[src/rtl/note_seq_pkg.sv]
`default_nettype none
// ============================================================================
// Module      : note_seq_pkg
// Description : Shared definitions for the note sequencer: sequencing state
//               encoding and queued-entry width helper.
// Contents    : c_ST_*       - state encoding (IDLE / PLAY / GAP)
//               entry_width  - packed {tom, nota, dur} entry width
// Revision    : 1.0 - initial release
// ============================================================================
package note_seq_pkg;

    localparam int c_STATE_W = 2;

    localparam logic [c_STATE_W-1:0] c_ST_IDLE = 2'd0;
    localparam logic [c_STATE_W-1:0] c_ST_PLAY = 2'd1;
    localparam logic [c_STATE_W-1:0] c_ST_GAP  = 2'd2;

    // Tone bit plus 3-bit note code precede the duration field in an entry.
    localparam int c_NOTE_FIELD_W = 4;

    function automatic int entry_width(input int dur_w);
        return c_NOTE_FIELD_W + dur_w;
    endfunction

endpackage
`default_nettype wire

[src/rtl/note_fifo.sv]
`default_nettype none
// ============================================================================
// Module      : note_fifo
// Description : First-word-fall-through FIFO holding queued note entries.
//               The head entry is always visible on pop_data; pop advances.
// Ports       : clk, rst_n      - clock, synchronous active-low reset
//               push, push_data - write request and entry (ignored when full)
//               pop             - advance head (ignored when empty)
//               pop_data        - current head entry
//               full, empty     - occupancy flags from registered state
// Revision    : 1.0 - initial release
// ============================================================================
module note_fifo #(
    parameter int DEPTH = 8,   // power of two, >= 2
    parameter int WIDTH = 8
) (
    input  logic             clk,
    input  logic             rst_n,
    input  logic             push,
    input  logic [WIDTH-1:0] push_data,
    input  logic             pop,
    output logic [WIDTH-1:0] pop_data,
    output logic             full,
    output logic             empty
);

    localparam int c_AW = $clog2(DEPTH);
    localparam int c_CW = c_AW + 1;

    localparam logic [c_AW-1:0] c_PTR_ONE  = c_AW'(1);
    localparam logic [c_CW-1:0] c_CNT_ONE  = c_CW'(1);
    localparam logic [c_CW-1:0] c_FULL_CNT = c_CW'(DEPTH);

    logic [WIDTH-1:0] r_mem [DEPTH];
    logic [c_AW-1:0]  r_wr_ptr;
    logic [c_AW-1:0]  r_rd_ptr;
    logic [c_CW-1:0]  r_count;

    logic w_push;
    logic w_pop;

    assign full     = (r_count == c_FULL_CNT);
    assign empty    = (r_count == '0);
    assign w_push   = push && !full;
    assign w_pop    = pop && !empty;
    assign pop_data = r_mem[r_rd_ptr];

    // Storage needs no reset: nothing is read until the count says it is valid.
    always_ff @(posedge clk) begin
        if (w_push) begin
            r_mem[r_wr_ptr] <= push_data;
        end
    end

    // Pointers wrap naturally because DEPTH is a power of two.
    always_ff @(posedge clk) begin
        if (!rst_n) begin
            r_wr_ptr <= '0;
            r_rd_ptr <= '0;
            r_count  <= '0;
        end else begin
            if (w_push) begin
                r_wr_ptr <= r_wr_ptr + c_PTR_ONE;
            end
            if (w_pop) begin
                r_rd_ptr <= r_rd_ptr + c_PTR_ONE;
            end
            case ({w_push, w_pop})
                2'b10:   r_count <= r_count + c_CNT_ONE;
                2'b01:   r_count <= r_count - c_CNT_ONE;
                default: r_count <= r_count;
            endcase
        end
    end

endmodule
`default_nettype wire

[src/rtl/note_sequencer.sv]
`default_nettype none
// ============================================================================
// Module      : note_sequencer
// Description : Queues {tom, nota, dur} note entries and plays them to a
//               display driver: each note is shown for dur ticks (0 -> 1),
//               followed by a one-tick blank gap. A tick is PRESCALE clocks.
// Ports       : clk, rst_n            - clock, synchronous active-low reset
//               in_valid/in_ready     - entry handshake
//               in_tom/in_nota/in_dur - entry fields
//               start, stop           - playback request / abort
//               TOM_out, NOTAS_out    - registered note to display driver
//               blank                 - registered display-off indication
//               busy                  - high outside IDLE
//               done                  - one-cycle pulse when queue plays out
// Revision    : 1.0 - initial release
// ============================================================================
module note_sequencer
    import note_seq_pkg::*;
#(
    parameter int DEPTH    = 8,
    parameter int DUR_W    = 4,
    parameter int PRESCALE = 4
) (
    input  logic             clk,
    input  logic             rst_n,
    input  logic             in_valid,
    output logic             in_ready,
    input  logic             in_tom,
    input  logic [2:0]       in_nota,
    input  logic [DUR_W-1:0] in_dur,
    input  logic             start,
    input  logic             stop,
    output logic             TOM_out,
    output logic [2:0]       NOTAS_out,
    output logic             blank,
    output logic             busy,
    output logic             done
);

    localparam int c_ENTRY_W = entry_width(DUR_W);
    localparam int c_PS_W    = $clog2(PRESCALE);

    localparam logic [c_PS_W-1:0] c_PS_LAST = c_PS_W'(PRESCALE - 1);
    localparam logic [c_PS_W-1:0] c_PS_ONE  = c_PS_W'(1);
    localparam logic [DUR_W-1:0]  c_DUR_ONE = DUR_W'(1);

    logic [c_STATE_W-1:0] r_state;
    logic [c_STATE_W-1:0] w_state_nxt;
    logic [c_PS_W-1:0]    r_cnt;
    logic [DUR_W-1:0]     r_ticks_left;
    logic                 r_tom;
    logic [2:0]           r_nota;
    logic                 r_blank;
    logic                 r_done;

    logic                 w_full;
    logic                 w_empty;
    logic [c_ENTRY_W-1:0] w_head;
    logic                 w_head_tom;
    logic [2:0]           w_head_nota;
    logic [DUR_W-1:0]     w_head_dur;
    logic                 w_tick;
    logic                 w_load;
    logic                 w_done_nxt;

    assign in_ready  = !w_full;
    assign busy      = (r_state != c_ST_IDLE);
    assign TOM_out   = r_tom;
    assign NOTAS_out = r_nota;
    assign blank     = r_blank;
    assign done      = r_done;

    assign w_head_tom  = w_head[c_ENTRY_W-1];
    assign w_head_nota = w_head[c_ENTRY_W-2 -: 3];
    assign w_head_dur  = w_head[DUR_W-1:0];
    assign w_tick      = busy && (r_cnt == c_PS_LAST);

    note_fifo #(
        .DEPTH (DEPTH),
        .WIDTH (c_ENTRY_W)
    ) u_fifo (
        .clk       (clk),
        .rst_n     (rst_n),
        .push      (in_valid && in_ready),
        .push_data ({in_tom, in_nota, in_dur}),
        .pop       (w_load),
        .pop_data  (w_head),
        .full      (w_full),
        .empty     (w_empty)
    );

    // Next-state logic; stop outranks both start and tick in every state.
    always_comb begin
        w_state_nxt = r_state;
        w_load      = 1'b0;
        w_done_nxt  = 1'b0;
        case (r_state)
            c_ST_IDLE: begin
                if (!stop && start && !w_empty) begin
                    w_load      = 1'b1;
                    w_state_nxt = c_ST_PLAY;
                end
            end
            c_ST_PLAY: begin
                if (stop) begin
                    w_state_nxt = c_ST_IDLE;
                end else if (w_tick && (r_ticks_left == c_DUR_ONE)) begin
                    w_state_nxt = c_ST_GAP;
                end
            end
            c_ST_GAP: begin
                if (stop) begin
                    w_state_nxt = c_ST_IDLE;
                end else if (w_tick) begin
                    if (!w_empty) begin
                        w_load      = 1'b1;
                        w_state_nxt = c_ST_PLAY;
                    end else begin
                        w_state_nxt = c_ST_IDLE;
                        w_done_nxt  = 1'b1;
                    end
                end
            end
            default: begin
                w_state_nxt = c_ST_IDLE;
            end
        endcase
    end

    always_ff @(posedge clk) begin
        if (!rst_n) begin
            r_state <= c_ST_IDLE;
        end else begin
            r_state <= w_state_nxt;
        end
    end

    // Registered outputs, note-length counter and prescaler.
    always_ff @(posedge clk) begin
        if (!rst_n) begin
            r_tom        <= 1'b0;
            r_nota       <= 3'd0;
            r_blank      <= 1'b1;
            r_done       <= 1'b0;
            r_ticks_left <= '0;
            r_cnt        <= '0;
        end else begin
            r_done  <= w_done_nxt;
            r_blank <= (w_state_nxt != c_ST_PLAY);

            if (w_load) begin
                r_tom        <= w_head_tom;
                r_nota       <= w_head_nota;
                // A zero-length entry still shows for one tick.
                r_ticks_left <= (w_head_dur == '0) ? c_DUR_ONE : w_head_dur;
            end else if ((r_state == c_ST_PLAY) && w_tick) begin
                r_ticks_left <= r_ticks_left - c_DUR_ONE;
            end

            // Prescaler restarts on every note load and rests at 0 when idle.
            if (w_load || (w_state_nxt == c_ST_IDLE) || w_tick) begin
                r_cnt <= '0;
            end else begin
                r_cnt <= r_cnt + c_PS_ONE;
            end
        end
    end

endmodule
`default_nettype wire

[config.mk]
export PLATFORM = sky130hd
export DESIGN_NAME = note_sequencer
export DESIGN_NICKNAME = d
export VERILOG_FILES = /design/src/rtl/note_seq_pkg.sv /design/src/rtl/note_fifo.sv /design/src/rtl/note_sequencer.sv
export SDC_FILE = /design/constraint.sdc
export NUM_CORES = 1
export LEC_CHECK = 0
export ABC_AREA = 1
export CORE_UTILIZATION = 36
export CTS_CLUSTER_SIZE = 10
export DETAILED_ROUTE_END_ITERATION = 12
export PLACE_DENSITY = 0.64
export SLEW_MARGIN = 20
export SYNTH_ARGS = -nofsm -noshare
export SYNTH_HDL_FRONTEND = slang
export SYNTH_SLANG_ARGS = --single-unit
[constraint.sdc]
create_clock -name clk -period 2 [get_ports clk]
set_input_delay 0.4 -clock clk [delete_from_list [all_inputs] [get_ports clk]]
set_output_delay 0.4 -clock clk [all_outputs]
set_load 0.05 [all_outputs]
==> run_results.csv <==
group,metric,value,unit
outcome,status,"complete, no violations",
sta,report.final.slew_viol_count,0,
logic_synthesis,ys.flop_type,"edfxtp_1",
die,die_y,105,um
logic_synthesis,syn-cell-area,0.00386,mm^2
logic_synthesis,synth_nets,404,
die,dieArea,0.0111,mm^2
route,drt_iter0_drc,136,
clock_network,clock_path_buffers,2,
logic_synthesis,synth_cell_types,28,
worst_setup_path,timing_worst_setup_path_type,"register to primary output",
die,fp.dieW,105,um
clock_network,cts_buffers,9,
die,start_util,37.2,%
worst_setup_path,r2r_cells,14,
layout,num_antenna_cells,0,
worst_setup_path,crit_buf_inv,1,
die,core,0.0104,mm^2
layout,fin_nets,449,
logic_synthesis,ys_ff_latch,91,
route,drc,0,
pwr,ir_drop,0.501,mV
route,via_per_inst,4.77,
layout,area_growth,18.9,%
sta,fin_crit_sh,95.7,%
worst_setup_path,crit_family,"buffers and inverters",
clock_network,clock-root-buffer,"clkbuf_8",
worst_setup_path,crit_arrival,1.51,ns
pwr,swShare,28.2,%
worst_setup_path,end_kind,"primary output",
logic_synthesis,synth_top_area_share,49.8,%
global_route,grt_antenna_before_repair,0,
route,dr.pass1.iters,5,
global_route,grt_max_degree,28,
worst_setup_path,slowest_stage,"clkdlybuf4s50_1",
route,wirelength,8030,um
worst_setup_path,worstPathMaxFanout,2,
clock_network,cts.sinks,91,
clock_network,cts_hold_buf,0,
global_route,grt_pass1_wl,13400,um
logic_synthesis,synth_area_leaders,"edfxtp_1, dfxtp_1, nand2_1",
sta,tns,0,ns
logic_synthesis,synth.largest_area_cell,"edfxtp_1",
logic_synthesis,synthCells,383,
global_route,grt_overflow,0,
sta,worst_slew_pin_slew,0.504,ns
global_route,first_global_vias,2716,
route,final_antenna_net_count,0,
pwr,power_density,903,mW/mm^2
route,vias,2712,
clock_network,cts_tree,"built",
sta,hold_viol_final,0,
pwr,total_switching_power,1.17,mW
logic_synthesis,synth_commonest_cells,"nand2_1, edfxtp_1, inv_1, nand3_1, nor2_1",
worst_setup_path,crit_path_cell_trace,"clkdlybuf4s50_1",
sta,rsz0062_at_grt,"no",
layout,final_cells,568,
worst_setup_path,reg2reg_from,"r_cnt[0]",
clock_network,clk_latency,0.35,ns
pwr,p_int,2.98,mW
worst_setup_path,required,1.60,ns
sta,relSlewSlack,66.3,%
route,wl_per_cell,14.1,um
clock_network,htreeDepth,3,
sta,finalSetupViolCount,0,
clock_network,clk_pin_slew,0.08,ns
worst_setup_path,reg2reg_slack,0.12,ns
global_route,track_usage,15.8,%
hold_path,min_path_type,"register to register",
logic_synthesis,synth-async-reset-ratio,0,%
worst_setup_path,crit_path_max_incr_delay,0.82,ns
sta,fmax,0.522,GHz
worst_setup_path,cp.depth,1,
sta,skew,0.0102,ns
pwr,clkPwrFrac,28.8,%
logic_synthesis,avgSynthCellArea,10.1,um^2
worst_setup_path,timing.rr.end,"u_fifo.r_count[2]",
die,ios,21,
logic_synthesis,ys_seq_area_share,63.9,%
worst_setup_path,crit_end,"NOTAS_out[1]",
logic_synthesis,synth.most_common_cell,"nand2_1",
pwr,p_seq_share,52.9,%
logic_synthesis,yosys_warnings,0,
sta,min_period,1.91,ns
placed_design,dp_hpwl,5130,um
pwr,leakagePower,1.82,nW
worst_setup_path,crit_path_start_kind,"register",
placed_design,port_buffers,20,
logic_synthesis,synth_edf_count,64,
worst_setup_path,critPathLaunch,"NOTAS_out[1]",
placed_design,dp.cells,552,
die,rows,37,
flow_run,maxCapViolCount,0,
placed_design,place_congestion,0.795,
pwr,combPwrFrac,18.2,%
layout,final_layout_size_suffix_gt1_share,14.8,%
-- sequential cells by signal, summed over array words and instances, names as in the netlist, named ones only --
name,flops
NOTAS_out,3
r_cnt,2
r_ticks_left,4
u_fifo.r_rd_ptr,3
u_fifo.r_mem,64
blank,1
r_state,2
TOM_out,1
done,1
u_fifo.r_wr_ptr,3
u_fifo.r_count,4
-- power groups by stage --
stage	Combinational, mW	Clock (mW)	Sequential [mW]
after floorplan	0.468	0	2.26
after global placement	0.703	0	2.22
after detailed placement	0.722	0	2.22
after CTS	0.740	1.22	2.18
after global routing	0.852	1.31	2.21
final	0.755	1.19	2.19
-- what timing repair did --
action | CTS | global route
setup buffers | 1 | 0
gates resized for setup | 6 | 14
endpoints found under the setup margin | 2 | 4
hold endpoints to repair | 0 | 0
pin swaps | 1 | 1
-- routing by layer --
layer  routed length, um  global-route usage [%]  vias up
met1                3440                    18.7     1275
met3                 421                    4.02       10
met4                 116                    3.77        0
li1                    -                       -     1366
met5                   0                       0        -
met2                4050                    28.4       61
-- per-stage QoR --
step / total power [mW] / utilization, % / cell area, um^2 / setup slack (ns) / hold slack, ns
after floorplan: 2.73 / - / 3880 / 0.00150 / 0.403
after global placement: 2.92 / 41.8 / 4330 / -0.285 / 0.412
after detailed placement: 2.95 / 41.8 / 4330 / -0.374 / 0.429
after CTS: 4.15 / 43.8 / 4550 / 0.00332 / 0.441
after global routing: 4.36 / 44.2 / 4590 / 0.0176 / 0.461
final: 4.14 / 44.2 / 4590 / 0.0859 / 0.431
-- worst min path at each step --
| stage | startpoint | end | slack [ns] | depth (start not counted) |
|---|---|---|---|---|
| 5_1_grt | r_cnt[0] | r_cnt[0] | 0.46 | 1 |
| 4_1_cts | r_cnt[0] | r_cnt[0] | 0.44 | 1 |
| 3_5_place_dp | r_cnt[0] | r_cnt[0] | 0.43 | 1 |
| 2_1_floorplan | r_cnt[0] | r_cnt[0] | 0.40 | 1 |
| 3_3_place_gp | r_cnt[0] | r_cnt[0] | 0.41 | 1 |
| 6_report | r_cnt[0] | r_cnt[0] | 0.43 | 1 |
-- logic make-up after synthesis --
| logic type | after synthesis | synth area share (%) |
|---|---|---|
| AOI/OAI and AO/OA | 47 | 6.42 |
| xor gates and xnor gates | 5 | 1.14 |
| adders and majority gates | 8 | 2.60 |
| buffers and inverters | 63 | 7.49 |
| DFF | 91 | 63.9 |
| and+or+nand+nor | 169 | 18.5 |
-- cell type report --
cell class / count / area (um^2)
Fill cell: 1008 / 5780
Sequential cell: 91 / 2470
Multi-Input combinational cell: 229 / 1180
Timing Repair Buffer: 45 / 388
Inverter: 52 / 198
Tap cell: 136 / 170
Clock buffer: 10 / 128
Clock inverter: 5 / 61.3
-- cells in the final DEF, fill, tap and decap left out, drive strengths merged, types with 8 or more instances in the layout --
master	Yosys	final
ha	8	8
edfxtp	64	64
dfxtp	27	27
nand2	85	85
nor2	31	31
buf	10	27
clkbuf	1	10
inv	52	54
clkdlybuf4s50	0	16
a21oi	22	22
nand3	49	49
o21ai	20	20
Power figures use the tool's default switching activity.
